<file path="config.mk">
export PLATFORM = sky130hd
export DESIGN_NAME = consmax_seq_ctrl
export DESIGN_NICKNAME = d
export VERILOG_FILES = /design/src/rtl/consmax_pkg.sv /design/src/rtl/consmax_credit_cnt.sv /design/src/rtl/consmax_seq_ctrl.sv
export SDC_FILE = /design/constraint.sdc
export NUM_CORES = 1
export LEC_CHECK = 0
export CAP_MARGIN = 20
export CORE_AREA = 2 2 250 252
export DETAILED_ROUTE_END_ITERATION = 8
export DIE_AREA = 0 0 252 254
export GPL_TIMING_DRIVEN = 0
export SKIP_CTS_REPAIR_TIMING = 1
export SLEW_MARGIN = 20
export SYNTH_ARGS = -nofsm -noshare
export SYNTH_HDL_FRONTEND = slang
export SYNTH_SLANG_ARGS = --single-unit
</file>
<file path="constraint.sdc">
create_clock -name clk -period 8.2 [get_ports clk]
set_clock_uncertainty 0.15 [all_clocks]
set_input_delay 1.23 -clock clk [delete_from_list [all_inputs] [get_ports clk]]
set_output_delay 1.23 -clock clk [all_outputs]
set_load 0.005 [all_outputs]
</file>
<file path="src/rtl/consmax_pkg.sv">
// rtl/consmax_pkg.sv - shared types, defaults and helpers for the consmax sequencer
package consmax_pkg;

  typedef enum logic [1:0] {
    IDLE,
    LOAD,
    RUN,
    DRAIN
  } state_t;

  localparam int LUT_ENTRIES = 32;
  localparam int LUT_DATA    = 16;

  // Number of set bits in a vector of up to 32 bits.
  function automatic logic [6:0] popcount(input logic [31:0] v);
    logic [6:0] n;
    n = '0;
    for (int i = 0; i < 32; i++) begin
      n = n + 7'(v[i]);
    end
    return n;
  endfunction

endpackage

</file>
<file path="src/rtl/consmax_credit_cnt.sv">
// rtl/consmax_credit_cnt.sv - in-flight beat counter with saturate-at-zero underflow flag
module consmax_credit_cnt #(
  parameter int NUM_HEAD     = 8,
  parameter int MAX_INFLIGHT = 16,
  parameter int CW           = $clog2(MAX_INFLIGHT + 1)
) (
  input  logic                clk,
  input  logic                rstn,
  input  logic [NUM_HEAD-1:0] issue,
  input  logic [NUM_HEAD-1:0] complete,
  output logic [CW-1:0]       count,
  output logic                err_underflow
);

  import consmax_pkg::*;

  localparam int SW = CW + 8;

  logic [SW-1:0] gross;
  logic [SW-1:0] done;
  logic          under;
  logic [CW-1:0] count_n;

  // Issues and completions of the same cycle net out before the zero floor is applied.
  always_comb begin
    gross   = SW'(count) + SW'(popcount(32'(issue)));
    done    = SW'(popcount(32'(complete)));
    under   = done > gross;
    count_n = under ? '0 : CW'(gross - done);
  end

  // Counter register; the underflow flag is sticky until reset.
  always_ff @(posedge clk) begin
    if (!rstn) begin
      count         <= '0;
      err_underflow <= 1'b0;
    end else begin
      count <= count_n;
      if (under) err_underflow <= 1'b1;
    end
  end

endmodule

</file>
<file path="src/rtl/consmax_seq_ctrl.sv">
// rtl/consmax_seq_ctrl.sv - LUT load, credit-limited head issue and drain-before-reload sequencer
module consmax_seq_ctrl #(
  parameter int IDATA_BIT    = 8,
  parameter int CDATA_BIT    = 8,
  parameter int LUT_DATA     = consmax_pkg::LUT_DATA,
  parameter int LUT_ADDR     = IDATA_BIT >> 1,
  parameter int LUT_ENTRIES  = consmax_pkg::LUT_ENTRIES,
  parameter int GBUS_DATA    = 32,
  parameter int GBUS_WIDTH   = 4,
  parameter int NUM_HEAD     = 8,
  parameter int MAX_INFLIGHT = 16
) (
  input  logic                            clk,
  input  logic                            rstn,
  input  logic                            cfg_reload_req,
  input  logic [CDATA_BIT-1:0]            cfg_shift,
  input  logic [LUT_DATA-1:0]             lut_in_data,
  input  logic                            lut_in_valid,
  output logic                            lut_in_ready,
  input  logic [GBUS_DATA*NUM_HEAD-1:0]   head_data,
  input  logic [NUM_HEAD-1:0]             head_valid,
  output logic [NUM_HEAD-1:0]             head_ready,
  input  logic [GBUS_WIDTH*NUM_HEAD-1:0]  bus_odata_valid,
  output logic [CDATA_BIT-1:0]            cfg_consmax_shift,
  output logic [LUT_ADDR:0]               lut_waddr,
  output logic                            lut_wen,
  output logic [LUT_DATA-1:0]             lut_wdata,
  output logic [GBUS_DATA*NUM_HEAD-1:0]   idata,
  output logic [NUM_HEAD-1:0]             idata_valid,
  output logic                            lut_loaded,
  output logic [$clog2(MAX_INFLIGHT+1)-1:0] inflight,
  output logic                            err_underflow
);

  import consmax_pkg::*;

  localparam logic [LUT_ADDR:0] LAST_ADDR = (LUT_ADDR + 1)'(LUT_ENTRIES - 1);

  state_t                state;
  state_t                state_n;
  logic [LUT_ADDR:0]     addr;
  logic [CDATA_BIT-1:0]  pend_shift;
  logic                  lut_hs;
  logic                  credit_ok;
  logic [NUM_HEAD-1:0]   accept;
  logic [NUM_HEAD-1:0]   complete;
  logic                  unused_lanes;

  // Only lane 0 of each head signals beat completion; other lanes are ignored.
  always_comb begin
    complete = '0;
    for (int h = 0; h < NUM_HEAD; h++) begin
      complete[h] = bus_odata_valid[h*GBUS_WIDTH];
    end
  end

  assign unused_lanes = ^bus_odata_valid;
  assign credit_ok    = (32'(inflight) + 32'(NUM_HEAD)) <= 32'(MAX_INFLIGHT);

  consmax_credit_cnt #(
    .NUM_HEAD     (NUM_HEAD),
    .MAX_INFLIGHT (MAX_INFLIGHT)
  ) u_credit (
    .clk           (clk),
    .rstn          (rstn),
    .issue         (accept),
    .complete      (complete),
    .count         (inflight),
    .err_underflow (err_underflow)
  );

  // State register.
  always_ff @(posedge clk) begin
    if (!rstn) state <= IDLE;
    else       state <= state_n;
  end

  // Next-state and handshake readies; all heads share one credit decision.
  always_comb begin
    state_n      = state;
    lut_in_ready = 1'b0;
    head_ready   = '0;
    case (state)
      IDLE:  if (cfg_reload_req) state_n = LOAD;
      LOAD: begin
        lut_in_ready = 1'b1;
        if (lut_in_valid && addr == LAST_ADDR) state_n = RUN;
      end
      RUN: begin
        head_ready = {NUM_HEAD{credit_ok}};
        if (cfg_reload_req) state_n = DRAIN;
      end
      DRAIN: if (inflight == '0 && idata_valid == '0) state_n = LOAD;
      default: state_n = IDLE;
    endcase
  end

  assign lut_hs = lut_in_valid & lut_in_ready;
  assign accept = head_valid & head_ready;

  // LUT write pipeline, issue registers and shift/loaded bookkeeping on transitions.
  always_ff @(posedge clk) begin
    if (!rstn) begin
      addr              <= '0;
      pend_shift        <= '0;
      cfg_consmax_shift <= '0;
      lut_wen           <= 1'b0;
      lut_waddr         <= '0;
      lut_wdata         <= '0;
      idata             <= '0;
      idata_valid       <= '0;
      lut_loaded        <= 1'b0;
    end else begin
      lut_wen <= lut_hs;
      if (lut_hs) begin
        lut_waddr <= addr;
        lut_wdata <= lut_in_data;
        addr      <= addr + 1'b1;
      end
      idata_valid <= accept;
      for (int h = 0; h < NUM_HEAD; h++) begin
        if (accept[h]) idata[h*GBUS_DATA +: GBUS_DATA] <= head_data[h*GBUS_DATA +: GBUS_DATA];
      end
      if (state == IDLE && state_n == LOAD) begin
        cfg_consmax_shift <= cfg_shift;
        addr              <= '0;
      end
      if (state == DRAIN && state_n == LOAD) begin
        cfg_consmax_shift <= pend_shift;
        addr              <= '0;
      end
      if (state == RUN && state_n == DRAIN) begin
        pend_shift <= cfg_shift;
        lut_loaded <= 1'b0;
      end
      if (state == LOAD && state_n == RUN) lut_loaded <= 1'b1;
    end
  end

endmodule

</file>
---- Yosys cells after proc, flatten, opt, wreduce, memory -nomap -nowiden ----
Cells that the tools add are included.
word-level totals
  flip-flop bits (word level) ............. 316
  input bits .............................. 324
cells by class
  add/subtract/negate cells ............... 18
  order comparisons ....................... 2
  equal/unequal tests ..................... 7
  muxes and demuxes ....................... 11
  bitwise operators ....................... 3
  reduce and logical (&&, ||, !) cells .... 13
operator list
  kind                 count
  $add 7x1->7          12
  $mux 8               3
  $add 5x7->8          1
  $and 8x8->8          1
  $eq 2x2->1 const B   4
  $gt 7x8->1           1
  $logic_not 8->1      1
  $mux 2               4
  $pmux 2 s4           1
  $add 5x4->6 const B  1
  $le 6x5->1 const B   1
  $logic_and 1x1->1    6
  $add 5x1->5 const B  1
  $eq 5x5->1 const B   1
  $logic_not 5->1      1
  $sub 5x5->5          1
  $add 1x1->2          2
  $eq 2x1->1 const B   2
  $reduce_bool 2->1    2
  $mux 1               3
  $reduce_or 3->1      1
  $logic_not 2->1      1
  $reduce_or 2->1      1
  $and 1x1->1          1
  $not 1->1            1

---- Logic depth before layout (Yosys ltp) ----
  word-level depth ........................ 14
  mapped depth ............................ 24

---- Hierarchy ----
Synthesis repeated with hierarchy kept, for this count alone.
unflattened totals
  cells, all modules ...................... 1,476
  area total of the unflattened synthesis .. 12,512.0 um^2
modules (own cells, without submodules)
  module              times used  cells an instance  area each (um^2)  sequential area each (um^2)
  consmax_seq_ctrl    1           1,378              11,627.4          6,206.0
  consmax_credit_cnt  1           98                 884.6             120.1

---- Least setup slack after synthesis ----
Ideal clock, no wire load.
  path kind ............................... reg2reg
  from .................................... register u_credit.count[1]
  to ...................................... register u_credit.count[2]
  setup time .............................. 0.133 ns
  arrival time ............................ 5.838 ns
  setup slack ............................. 2.079 ns
  stages on the path, launching flop included .. 22
  buffers on the path ..................... 1
  path through ............................ dfxtp_1 or4b_4 a2111oi_4 nand2_1 inv_2 buf_2 ha_1 inv_1 fa_1 fa_1 fa_1 fa_1 inv_1 ha_1 a21o_1 a21oi_1 xor2_1 ha_1 and2_1 a221o_1 o21ai_0 nor2_1
between the ends
  cells in the longest elaborated chain, start to end .. 14
  elaborated cells between the ends (all ways) .. 15
  classes of those cells .................. 10 x add/sub; 2 x order compare; 1 x mux; 1 x bitwise; 1 x reduce/logical
ends and longest elaborated chain
  element                           line                      RTL
  from (decl)                       consmax_credit_cnt.sv:11  output logic [CW-1:0] count,
  from (signal assigned)            consmax_credit_cnt.sv:38  count <= count_n;
  $add 5x4->6 (*)                   consmax_seq_ctrl.sv:58    assign credit_ok = (32'(inflight) + 32'(NUM_HEAD)) <= 32'(MAX_INFLIGHT);
  $le 6x5->1 (*)                    consmax_seq_ctrl.sv:58
  $mux 8 (*)                        consmax_seq_ctrl.sv:83    case (state)
  $and 8x8->8 (*)                   consmax_seq_ctrl.sv:99    assign accept = head_valid & head_ready;
  named net accept[1]               consmax_seq_ctrl.sv:45    logic [NUM_HEAD-1:0] accept;
  $add 1x1->2 (*)                   consmax_pkg.sv:19         n = n + 7'(v[i]);
  $add 7x1->7 (*) (6 in series)     consmax_pkg.sv:19
  $add 5x7->8 (*)                   consmax_credit_cnt.sv:26  gross = SW'(count) + SW'(popcount(32'(issue)));
  $gt 7x8->1                        consmax_credit_cnt.sv:28  under = done > gross;
  $reduce_or 2->1 (no source line)  n/a
Mark *: on every way through the listed nets, which the timed path passes. The rest lies on a longest branch.
A chain may end at the register's enable or synchronous reset.

---- Worst setup path after layout ----
  from .................................... register u_credit.count[3]
  to ...................................... register u_credit.count[3]
between the ends
  cells in the longest elaborated chain, start to end .. 14
  elaborated cells between the ends (all ways) .. 15
  classes of those cells .................. 10 x add/sub; 2 x order compare; 1 x mux; 1 x bitwise; 1 x reduce/logical
ends and longest elaborated chain
  element                           line
  $add 5x4->6                       consmax_seq_ctrl.sv:58
  $le 6x5->1                        consmax_seq_ctrl.sv:58
  $mux 8                            consmax_seq_ctrl.sv:83
  $and 8x8->8                       consmax_seq_ctrl.sv:99
  $add 1x1->2                       consmax_pkg.sv:19
  $add 7x1->7 (6 in series)         consmax_pkg.sv:19
  $add 5x7->8 (*)                   consmax_credit_cnt.sv:26
  $gt 7x8->1                        consmax_credit_cnt.sv:28
  $reduce_or 2->1 (no source line)  n/a
Every way passes the cells marked *; elsewhere a longest branch is shown, timed or not.

==> impl_metrics.ini <==
[critical_path]
cp-end-kind = flip-flop
cp_common_cell = fa_1
cp-start-kind = flip-flop
worstPathMaxFanout = 10
worst-setup-path-type = reg -> reg
reg2reg_slack_ns = 0.86
critPathSlowestCell = a2111oi_4
r2r_end = u_credit.count[3]
crit_family = adder cells
max_stage_delay_ns = 0.74
worst_ep_required_time_ns = 8.46
cp_cell_sequence = or4b_4, a2111oi_4, buf_4, nand2_1, clkbuf_1, fa_1, fa_1, fa_1, fa_1, inv_1, ha_1, a21o_1, a21oi_1, xor2_1, ha_1, and2_1, o21ai_0, a221o_1, o21ai_0, nor2_1
cp.arrival_ns = 7.60
cp.buffers_inverters = 3
rr_worst_depth = 20
r2r_start = u_credit.count[3]

[outcome]
status = finished, final reports clean

[worst_hold_path]
hp-class = reg -> reg
min_to = idata[186]
worstHoldPathCells = 2
hold_start = idata[186]

[logic_synthesis]
synth.most_common_cell = nand2_1
synth_area_per_cell_um2 = 8.152
synth_area_um2 = 11950
yosys.area.top_type_share_pct = 52.94
synthTopCellsByCount = 379 x nand2_1, 316 x dfxtp_1, 295 x a21oi_1, 193 x nand3_1, 87 x clkbuf_1
seq_area_frac_synth_pct = 52.94
ys_ff_latch = 316
synth-edff-count = 0
ys.flop_type = dfxtp_1
yosys.cell_types.count = 34
syn-num-nets = 1821
syn_inst = 1466
synth_area_leaders = dfxtp_1 53%, a21oi_1 12%, nand2_1 12%, nand3_1 8.1%, clkbuf_1 2.7%
ys_async_sr_fraction_pct = 0
yosys_warnings = 0
synth_top_area_cell = dfxtp_1

[place]
place_ws_ns = 0.7479
portBuffers = 603
place_area_um2 = 18980
dp.cells = 2859
dp_hpwl_mm = 43.23
place.gp.congestion = 0.8923

[clock_tree]
cts.sinks = 316
clkTransAtPathRegs_ns = 0.06
cts-root-buf = clkbuf_16
cts_tree = done
cts_buffer_depth = 3
ctsHtreeMaxLevel = 2
clk-insertion-delay-late_ns = 0.55
numCtsBuffers = 39

[die]
io_pins = 634
core_area_um2 = 61260
initial_utilization_pct = 19.51
die_area_um2 = 64010
die_h_um = 254
fp.dieW_um = 252
num_rows = 91

[global_route]
gr-total-overflow = 0
grt_max_degree = 18
grt_pass1_wl_mm = 78.32
antenna_found_initial = 5
grt_usage_pct = 16.27
grt_pass1_vias = 12742

[drt]
viasPerCell = 4.388
route.met2.wl_mm = 26.54
ant_nets = 0
routed_wl_mm = 54.83
drc = 0
m1WireLength_mm = 21.16
dr_total_vias = 12865
top_layer = met5
first_pass_iters = 5
met3_length_mm = 5.037
drt_iter0_markers = 659
wl_per_cell_um = 18.70

[timing]
drv_slew = 0
max_slew_margin_pct = 36.13
rsz0062_at_grt = no
post-route-period-util_pct = 89.50
worstMarginPinSlew_ns = 0.9581
setup-violations-final = 0
layout_setup_ws_ns = 0.8613
setup_tns_ns = 0
fmax_mhz = 136.3
hold_violations = 0
fin_crit_ns = 7.339

[pwr]
ir_drop_uv = 133.0
p_per_area_nw_per_um2 = 186.8
leakage_nw = 6.983

[layout]
seqCellArea_um2 = 6326
fill_cells = 6318
area_growth_pct = 70.00
final_nets = 2465
drive_above_1_share_pct = 4.907
final_util_pct = 33.17
fin_cells = 2932
final_area_um2 = 20320
multi_input_area_um2 = 4945

[flow_run]
cap_violations = 0
flip-flops by register name, summed over array words and instances (netlist names):
| register | flops |
|---|---|
| idata | 256 |
| u_credit.err_underflow | 1 |
| lut_wdata | 16 |
| lut_waddr | 5 |
| lut_wen | 1 |
| addr | 5 |
| lut_loaded | 1 |
| cfg_consmax_shift | 8 |
| u_credit.count | 5 |
| pend_shift | 8 |
| idata_valid | 8 |
| state | 2 |
power breakdown:
group / total, mW / leakage, nW / internal, mW / switching, mW
Clock: 1.78 / 0.646 / 1.09 / 0.700
Combinational: 0.434 / 3.79 / 0.244 / 0.190
Sequential: 1.58 / 2.55 / 1.55 / 0.0210
Total: 3.79 / 6.98 / 2.88 / 0.911
layout by cell type, fill, tap and decap left out, drive strengths merged, types with 5 or more instances in the layout:
cell type,instances
dfxtp,316
nand2,379
nor2,26
inv,41
ha,21
xor2,5
o221ai,8
fa,10
o21ai,5
clkbuf,146
clkdlybuf4s50,603
xnor2,6
nand3,193
buf,36
nor2b,6
mux2i,8
a21oi,295
stage by stage:
stage / hold slack (ns) / total power, mW
after floorplan: 0.2904 / 1.789
after global placement: 0.2903 / 2.038
after detailed placement: 0.2959 / 2.044
after CTS: 0.3037 / 3.858
after global routing: 0.3172 / 3.950
final: 0.3006 / 3.795
cell type report:
cell class                 instances  area share, %
buffer                           123          2.636
clock inverter                    12         0.7945
timing repair buffer             603          29.71
sequential                       316          31.14
multi-input combinational        988          24.34
inverter                          39         0.7206
clock buffer                      59          5.771
antenna                            2        0.02464
tap                              790          4.865
layer usage:
metal / vias up / GRT usage, %
li1: 6180 / -
met1: 6030 / 18.04
met2: 538 / 28.04
met3: 113 / 5.972
met4: 4 / 6.796
met5: - / 0
cells by family after synthesis:
| group | count (synthesis) | share of synthesized area [%] |
|---|---|---|
| XOR/XNOR | 11 | 0.8062 |
| adder cells (fa/ha/maj) | 31 | 3.874 |
| AND/OR/NAND/NOR | 620 | 22.07 |
| AO/OA/AOI/OAI | 318 | 13.96 |
| multiplexers | 8 | 0.6701 |
| buffers and inverters | 162 | 5.685 |
| flip-flops | 316 | 52.94 |
how the worst max path moves through the flow:
stage                        end  cells past startpoint              start  slack [ns]
2_1_floorplan  u_credit.count[2]                     21  u_credit.count[1]        2.08
5_1_grt        u_credit.count[2]                     20  u_credit.count[3]        0.35
4_1_cts        u_credit.count[3]                     20  u_credit.count[3]        0.71
3_3_place_gp   u_credit.count[2]                     19  u_credit.count[3]        0.71
3_5_place_dp   u_credit.count[2]                     20  u_credit.count[3]        0.75
6_report       u_credit.count[3]                     20  u_credit.count[3]        0.86
worst register-to-register path: stages, from the launching register on:
cell and delay [ns]:
dfxtp_1 0.44, or4b_4 0.52, a2111oi_4 0.75, buf_4 0.39, nand2_1 0.20, clkbuf_1 0.45
fa_1 0.70, fa_1 0.43, fa_1 0.41, fa_1 0.50, inv_1 0.07, ha_1 0.27
a21o_1 0.17, a21oi_1 0.17, xor2_1 0.11, ha_1 0.36, and2_1 0.17, o21ai_0 0.10
a221o_1 0.35, o21ai_0 0.41, nor2_1 0.10
Note: power is estimated with default switching activity, not from simulation.
